**config.mk**
```make
export PLATFORM = sky130hd
export DESIGN_NAME = cache_cmd_scheduler
export DESIGN_NICKNAME = d
export VERILOG_FILES = /design/src/rtl/cache_cmd_scheduler.sv
export SDC_FILE = /design/constraint.sdc
export NUM_CORES = 1
export LEC_CHECK = 0
export ABC_AREA = 1
export CORE_MARGIN = 4
export CORE_UTILIZATION = 45
export CTS_CLUSTER_DIAMETER = 100
export DETAILED_ROUTE_END_ITERATION = 8
export PLACE_DENSITY = 0.73
export SYNTH_ARGS = -nofsm -noshare
export SYNTH_HDL_FRONTEND = slang
export SYNTH_SLANG_ARGS = --single-unit
```
**constraint.sdc**
```tcl
create_clock -name clk -period 4.94 [get_ports clk]
set_clock_uncertainty 0.05 [all_clocks]
set_input_delay 0.494 -clock clk [delete_from_list [all_inputs] [get_ports clk]]
set_output_delay 0.494 -clock clk [all_outputs]
set_load 0.05 [all_outputs]
```
**src/rtl/cache_cmd_scheduler.sv**
```systemverilog
// -----------------------------------------------------------------------------
// cache_cmd_scheduler
//
// Sequencer between the trace-command source and the split L1 caches.
// Accepts one command at a time (valid/ready), then steps the selected cache
// through a read phase (LOOKUP) and an update phase (UPDATE), runs the
// multi-cycle clear sweep, raises the print strobe and flags illegal opcodes.
// Hit/miss/read/write statistics are kept for the print command.
//
// Ports
//   clk, rst          : clock (rising edge), asynchronous active-high reset
//   cmd_valid/ready   : command handshake; ready only in IDLE and out of reset
//   cmd_n, cmd_addr   : trace opcode and address, latched on accept
//   hit               : tag match from the selected cache, sampled on LOOKUP exit
//   sel_d, sel_i      : data / instruction cache select
//   read_enable       : cache read phase
//   write_enable      : cache update phase (also every cycle of the clear sweep)
//   lru_start         : LRU counter start strobe (UPDATE)
//   set_index, tag    : set under access and tag of the latched address
//   op_out            : latched opcode for the MESI FSM
//   clear_active      : clear sweep in progress
//   print_req, done   : print strobe, one-cycle completion pulse
//   err_unknown       : one-cycle pulse for an illegal opcode
//   stat_*            : saturating 32-bit statistics
// -----------------------------------------------------------------------------
module cache_cmd_scheduler #(
   parameter int SETS     = 16384,
   parameter int INDEX_W  = 14,
   parameter int OFFSET_W = 6
) (
   input  logic                            clk,
   input  logic                            rst,
   input  logic                            cmd_valid,
   output logic                            cmd_ready,
   input  logic [3:0]                      cmd_n,
   input  logic [31:0]                     cmd_addr,
   input  logic                            hit,
   output logic                            sel_d,
   output logic                            sel_i,
   output logic                            read_enable,
   output logic                            write_enable,
   output logic                            lru_start,
   output logic [INDEX_W-1:0]              set_index,
   output logic [32-INDEX_W-OFFSET_W-1:0]  tag,
   output logic [3:0]                      op_out,
   output logic                            clear_active,
   output logic                            print_req,
   output logic                            done,
   output logic                            err_unknown,
   output logic [31:0]                     stat_reads,
   output logic [31:0]                     stat_writes,
   output logic [31:0]                     stat_hits,
   output logic [31:0]                     stat_misses
);

   localparam int TAG_W = 32 - INDEX_W - OFFSET_W;
   localparam logic [INDEX_W-1:0] LAST_SET = INDEX_W'(SETS - 1);

   typedef enum logic [2:0] {
      ST_IDLE   = 3'd0,
      ST_LOOKUP = 3'd1,
      ST_UPDATE = 3'd2,
      ST_CLEAR  = 3'd3,
      ST_PRINT  = 3'd4,
      ST_ERR    = 3'd5
   } state_t;

   state_t               state_r;
   state_t               state_s;
   logic [3:0]           op_r;
   logic [INDEX_W-1:0]   index_r;
   logic [TAG_W-1:0]     tag_r;
   logic [INDEX_W-1:0]   sweep_r;
   logic [31:0]          reads_r;
   logic [31:0]          writes_r;
   logic [31:0]          hits_r;
   logic [31:0]          misses_r;
   logic                 accept_s;
   logic                 sweep_last_s;
   logic                 unused_offset_s;

   // Byte-offset bits never affect the set or tag.
   assign unused_offset_s = ^cmd_addr[OFFSET_W-1:0];

   // Opcodes handled by the data cache lookup/update path.
   function automatic logic is_data_op(input logic [3:0] op);
      return (op == 4'd0) || (op == 4'd1) || (op == 4'd3) || (op == 4'd4);
   endfunction

   // First state after accepting an opcode.
   function automatic state_t entry_state(input logic [3:0] op);
      state_t st;
      case (op)
         4'd0, 4'd1, 4'd2, 4'd3, 4'd4: st = ST_LOOKUP;
         4'd8:                         st = ST_CLEAR;
         4'd9:                         st = ST_PRINT;
         default:                      st = ST_ERR;
      endcase
      return st;
   endfunction

   // Counter increment that sticks at all-ones.
   function automatic logic [31:0] sat_inc(input logic [31:0] v);
      logic [31:0] r;
      if (v == 32'hFFFF_FFFF) begin
         r = v;
      end else begin
         r = v + 32'd1;
      end
      return r;
   endfunction

   assign cmd_ready    = (state_r == ST_IDLE) && !rst;
   assign accept_s     = cmd_valid && cmd_ready;
   assign sweep_last_s = (sweep_r == LAST_SET);

   // State register.
   always_ff @(posedge clk or posedge rst) begin
      if (rst) begin
         state_r <= ST_IDLE;
      end else begin
         state_r <= state_s;
      end
   end

   // Next-state logic.
   always_comb begin
      state_s = state_r;
      case (state_r)
         ST_IDLE: begin
            if (accept_s) begin
               state_s = entry_state(cmd_n);
            end else begin
               state_s = ST_IDLE;
            end
         end
         ST_LOOKUP: state_s = ST_UPDATE;
         ST_UPDATE: state_s = ST_IDLE;
         ST_CLEAR: begin
            if (sweep_last_s) begin
               state_s = ST_IDLE;
            end else begin
               state_s = ST_CLEAR;
            end
         end
         ST_PRINT:  state_s = ST_IDLE;
         ST_ERR:    state_s = ST_IDLE;
         default:   state_s = ST_IDLE;
      endcase
   end

   // Command latch: opcode, set index and tag captured on accept.
   always_ff @(posedge clk or posedge rst) begin
      if (rst) begin
         op_r    <= 4'd0;
         index_r <= '0;
         tag_r   <= '0;
      end else if (accept_s) begin
         op_r    <= cmd_n;
         index_r <= cmd_addr[OFFSET_W +: INDEX_W];
         tag_r   <= cmd_addr[31 -: TAG_W];
      end
   end

   // Clear sweep index: advances one set per CLEAR cycle, zero elsewhere.
   always_ff @(posedge clk or posedge rst) begin
      if (rst) begin
         sweep_r <= '0;
      end else if ((state_r == ST_CLEAR) && !sweep_last_s) begin
         sweep_r <= sweep_r + {{(INDEX_W-1){1'b0}}, 1'b1};
      end else begin
         sweep_r <= '0;
      end
   end

   // Statistics: zeroed on clear entry, updated on the LOOKUP->UPDATE edge.
   always_ff @(posedge clk or posedge rst) begin
      if (rst) begin
         reads_r  <= 32'd0;
         writes_r <= 32'd0;
         hits_r   <= 32'd0;
         misses_r <= 32'd0;
      end else if (accept_s && (cmd_n == 4'd8)) begin
         reads_r  <= 32'd0;
         writes_r <= 32'd0;
         hits_r   <= 32'd0;
         misses_r <= 32'd0;
      end else if ((state_r == ST_LOOKUP) && (op_r <= 4'd2)) begin
         if (op_r == 4'd1) begin
            writes_r <= sat_inc(writes_r);
         end else begin
            reads_r  <= sat_inc(reads_r);
         end
         if (hit) begin
            hits_r   <= sat_inc(hits_r);
         end else begin
            misses_r <= sat_inc(misses_r);
         end
      end
   end

   // Moore output decode from state and the latched command.
   always_comb begin
      sel_d        = 1'b0;
      sel_i        = 1'b0;
      read_enable  = 1'b0;
      write_enable = 1'b0;
      lru_start    = 1'b0;
      clear_active = 1'b0;
      print_req    = 1'b0;
      done         = 1'b0;
      err_unknown  = 1'b0;
      case (state_r)
         ST_LOOKUP: begin
            read_enable = 1'b1;
            sel_d       = is_data_op(op_r);
            sel_i       = (op_r == 4'd2);
         end
         ST_UPDATE: begin
            write_enable = 1'b1;
            lru_start    = 1'b1;
            done         = 1'b1;
            sel_d        = is_data_op(op_r);
            sel_i        = (op_r == 4'd2);
         end
         ST_CLEAR: begin
            sel_d        = 1'b1;
            sel_i        = 1'b1;
            write_enable = 1'b1;
            clear_active = 1'b1;
            done         = sweep_last_s;
         end
         ST_PRINT: begin
            print_req = 1'b1;
            done      = 1'b1;
         end
         ST_ERR: begin
            err_unknown = 1'b1;
            done        = 1'b1;
         end
         default: begin
            done = 1'b0;
         end
      endcase
      if (state_r == ST_CLEAR) begin
         set_index = sweep_r;
      end else begin
         set_index = index_r;
      end
   end

   assign tag         = tag_r;
   assign op_out      = op_r;
   assign stat_reads  = reads_r;
   assign stat_writes = writes_r;
   assign stat_hits   = hits_r;
   assign stat_misses = misses_r;

endmodule

```
==> qor.csv <==
stage,metric,value,unit
status,status,"finished, final reports clean",
job,max_cap_violations,0,
timing,max_slew.worst_pin.slew,0.850,ns
cells_and_area,final_cells,2230,
cts,cts_resized,0,
pwr,pwr-share-seq,49.0,%
cells_and_area,final_cell_mix,"684 x nand2_1, 243 x nor2_1, 201 x clkdlybuf4s50_1, 190 x nand3_1, 175 x dfrtp_1",
pwr,p_sw_share,22.6,%
timing,finalCritPeriodShare,69.0,%
pwr,power_switching,0.000659,W
pwr,leakage,5.60,nW
placed_design,placed_cells,2198,
worst_hold_path,hp-start,index_r[3],
die,die_height,164,um
timing,slew_headroom,43.3,%
cts,root_buffer,clkbuf_16,
timing,hold_violations,0,
cts,htree_num_levels,4,
worst_hold_path,hold_path_class,reg -> reg,
global_route,grt_pass1_wl,52300,um
die,die-area,0.0271,mm^2
logic_synthesis,ys_seq_area_share,39.7,%
setup_path,reg2reg_slack,2.08,ns
global_route,grt_max_degree,90,
cells_and_area,num-fill-cells,2298,
global_route,track_usage,23.7,%
setup_path,reg2reg_from,state_r[1],
global_route,grt_pass1_vias,10700,
logic_synthesis,yosys_register_bits,175,
logic_synthesis,synth-async-reset-ratio,100,%
setup_path,worstRegToRegCells,8,
cells_and_area,drive_gt1_share,5.30,%
cells_and_area,nets,1938,
routing,drc_errors,0,
logic_synthesis,synth_top_area_share,39.7,%
placed_design,portBuffers,201,
routing,drt-pass1-iter-count,9,
setup_path,cp-start-kind,flop,
setup_path,path_max_fanout,23,
placed_design,gp_congestion,0.923,
setup_path,crit_path_end_kind,primary output,
die,rows,57,
setup_path,critPathRequiredTime,4.40,ns
cells_and_area,multi_input_comb_area,0.00590,mm^2
timing,fin_tns_setup,0,ns
pwr,cell_internal_pwr,0.00226,W
setup_path,worstSetupPathType,reg -> out,
logic_synthesis,synth_flop_cell,dfrtp_1,
logic_synthesis,synth_area_leaders,"dfrtp_1 40%, nand2_1 23%, nand3_1 8.6%",
logic_synthesis,synth_edf_count,0,
timing,min_period,3.41,ns
logic_synthesis,syn_nets,1758,
die,core_area,0.0242,mm^2
setup_path,critical_path_arrival,2.87,ns
logic_synthesis,synth.largest_area_cell,dfrtp_1,
timing,maxSlewViolCount,0,
routing,first_iter_violations,837,
cts,clk_pin_slew,0.08,ns
cts,clk_latency,0.43,ns
cts,cts_setup_buffers,0,
global_route,grt_overflow,0,
cts,cts_buffers,17,
logic_synthesis,synth_cell_type_count,31,
logic_synthesis,ys_warn_count,0,
timing,setup_viol_count_final,0,
logic_synthesis,synthCells,1713,
routing,final_antenna_net_count,0,
die,start_util,45.6,%
die,die_w,164,um
cts,hold_buffers,0,
routing,vias_per_cell,5.10,
pwr,pwr-share-clk,48.9,%
placed_design,post-dp-hpwl,22800,um
logic_synthesis,syn_area_per_cell,6.43,um^2
cells_and_area,area_delta_synth_final,25.8,%
worst_hold_path,holdPathEnd,index_r[3],
worst_hold_path,hold_depth,2,
timing,rsz0062_at_grt,no,
global_route,antenna_found_initial,0,
cts,cts_tree,built,
cts,clock_sinks,175,
logic_synthesis,netlist_area,0.0110,mm^2
pwr,comb_power_share,2.1,%
pwr,ir_drop,0.184,mV
timing,max_freq,293,MHz
cts,clock_path_buffers,2,
cells_and_area,final_common_cell,nand2_1,
routing,routedWlPerCell,14.0,um
cells_and_area,regArea,0.00438,mm^2
pwr,power_density,211,mW/mm^2
setup_path,reg2reg_to,stat_reads[6],
die,ios,208,
routing,wirelength,31200,um
cells_and_area,antenna_cells,0,
routing,via_count,11400,
## cells in the mapped netlist, drive strengths merged (2+ instances only)
cell and count:
nand2 689, nor2 247, nand3 196, dfrtp 175, o21ai 140, inv 127, or2 45, buf 42
o21bai 12, nand4 8, clkbuf 6, nor3 6, ha 5, xor2 4, a21oi 3, xnor2 2
## power groups by stage
stage / Combinational [W] / Sequential, W / Clock [W]
2_1_floorplan: 0.0000241 / 0.00146 / 0
3_3_place_gp: 0.0000648 / 0.00146 / 0
3_5_place_dp: 0.0000649 / 0.00146 / 0
4_1_cts: 0.0000653 / 0.00143 / 0.00146
5_1_grt: 0.0000709 / 0.00143 / 0.00153
6_report: 0.0000619 / 0.00143 / 0.00143
## per-stage QoR
| step | total power [W] | worst slack, ns | cell area (um^2) | util (%) | hold WS, ns |
|---|---|---|---|---|---|
| after global routing | 0.00303 | 1.24 | 13900 | 57.3 | 0.439 |
| after detailed placement | 0.00152 | 1.42 | 13300 | 54.8 | 0.409 |
| after CTS | 0.00295 | 1.54 | 13900 | 57.3 | 0.428 |
| after floorplan | 0.00148 | 2.10 | 11000 | - | 0.392 |
| final | 0.00292 | 1.53 | 13900 | 57.3 | 0.422 |
| after global placement | 0.00152 | 1.47 | 13300 | 54.8 | 0.403 |
## area by class of cell
cell class | instances | area share (%)
Sequential cell | 175 | 31.6
Timing Repair Buffer | 209 | 15.0
Multi-Input combinational cell | 1362 | 42.6
Clock inverter | 15 | 1.31
Inverter | 128 | 3.49
Tap cell | 324 | 2.92
Clock buffer | 17 | 3.07
## registers in the layout, indices dropped and copies added, names as in the netlist
name,flops
sweep_r,14
stat_misses,32
state_r,3
op_out,4
stat_reads,32
index_r,14
tag,12
stat_writes,32
stat_hits,32
## critical path: stages, from the launching register on
cell             delay [ns]
dfrtp_1                0.42
inv_1                  0.10
nor3_1                 0.19
buf_4                  0.23
inv_1                  0.31
o21ai_0                0.33
clkdlybuf4s50_1        0.86
## how the worst max path moves through the flow
stage / startpoint / end
after CTS: state_r[1] / set_index[3]
final: state_r[1] / set_index[3]
after detailed placement: rst / stat_reads[6]
after floorplan: state_r[1] / set_index[11]
after global routing: state_r[1] / set_index[4]
after global placement: rst / stat_reads[30]
## cells by family after synthesis
family                     Yosys count  synth area share [%]
and+or+nand+nor                   1193                  44.9
buffers and inverters              176                  6.76
DFF                                175                  39.7
AOI/OAI and AO/OA                  158                  7.53
xor gates and xnor gates             6                 0.477
adders and majority gates            5                 0.568
## layer usage
metal	global-route usage (%)	wire length, um	share of wire (%)	vias to the layer above
met5	0	0	0	-
met4	6.99	628	2.0	0
met3	6.06	2260	7.2	54
met2	38.0	14400	46	350
met1	31.7	14000	45	5200
li1	-	-	-	5775
Note: power is estimated with default switching activity, not from simulation.
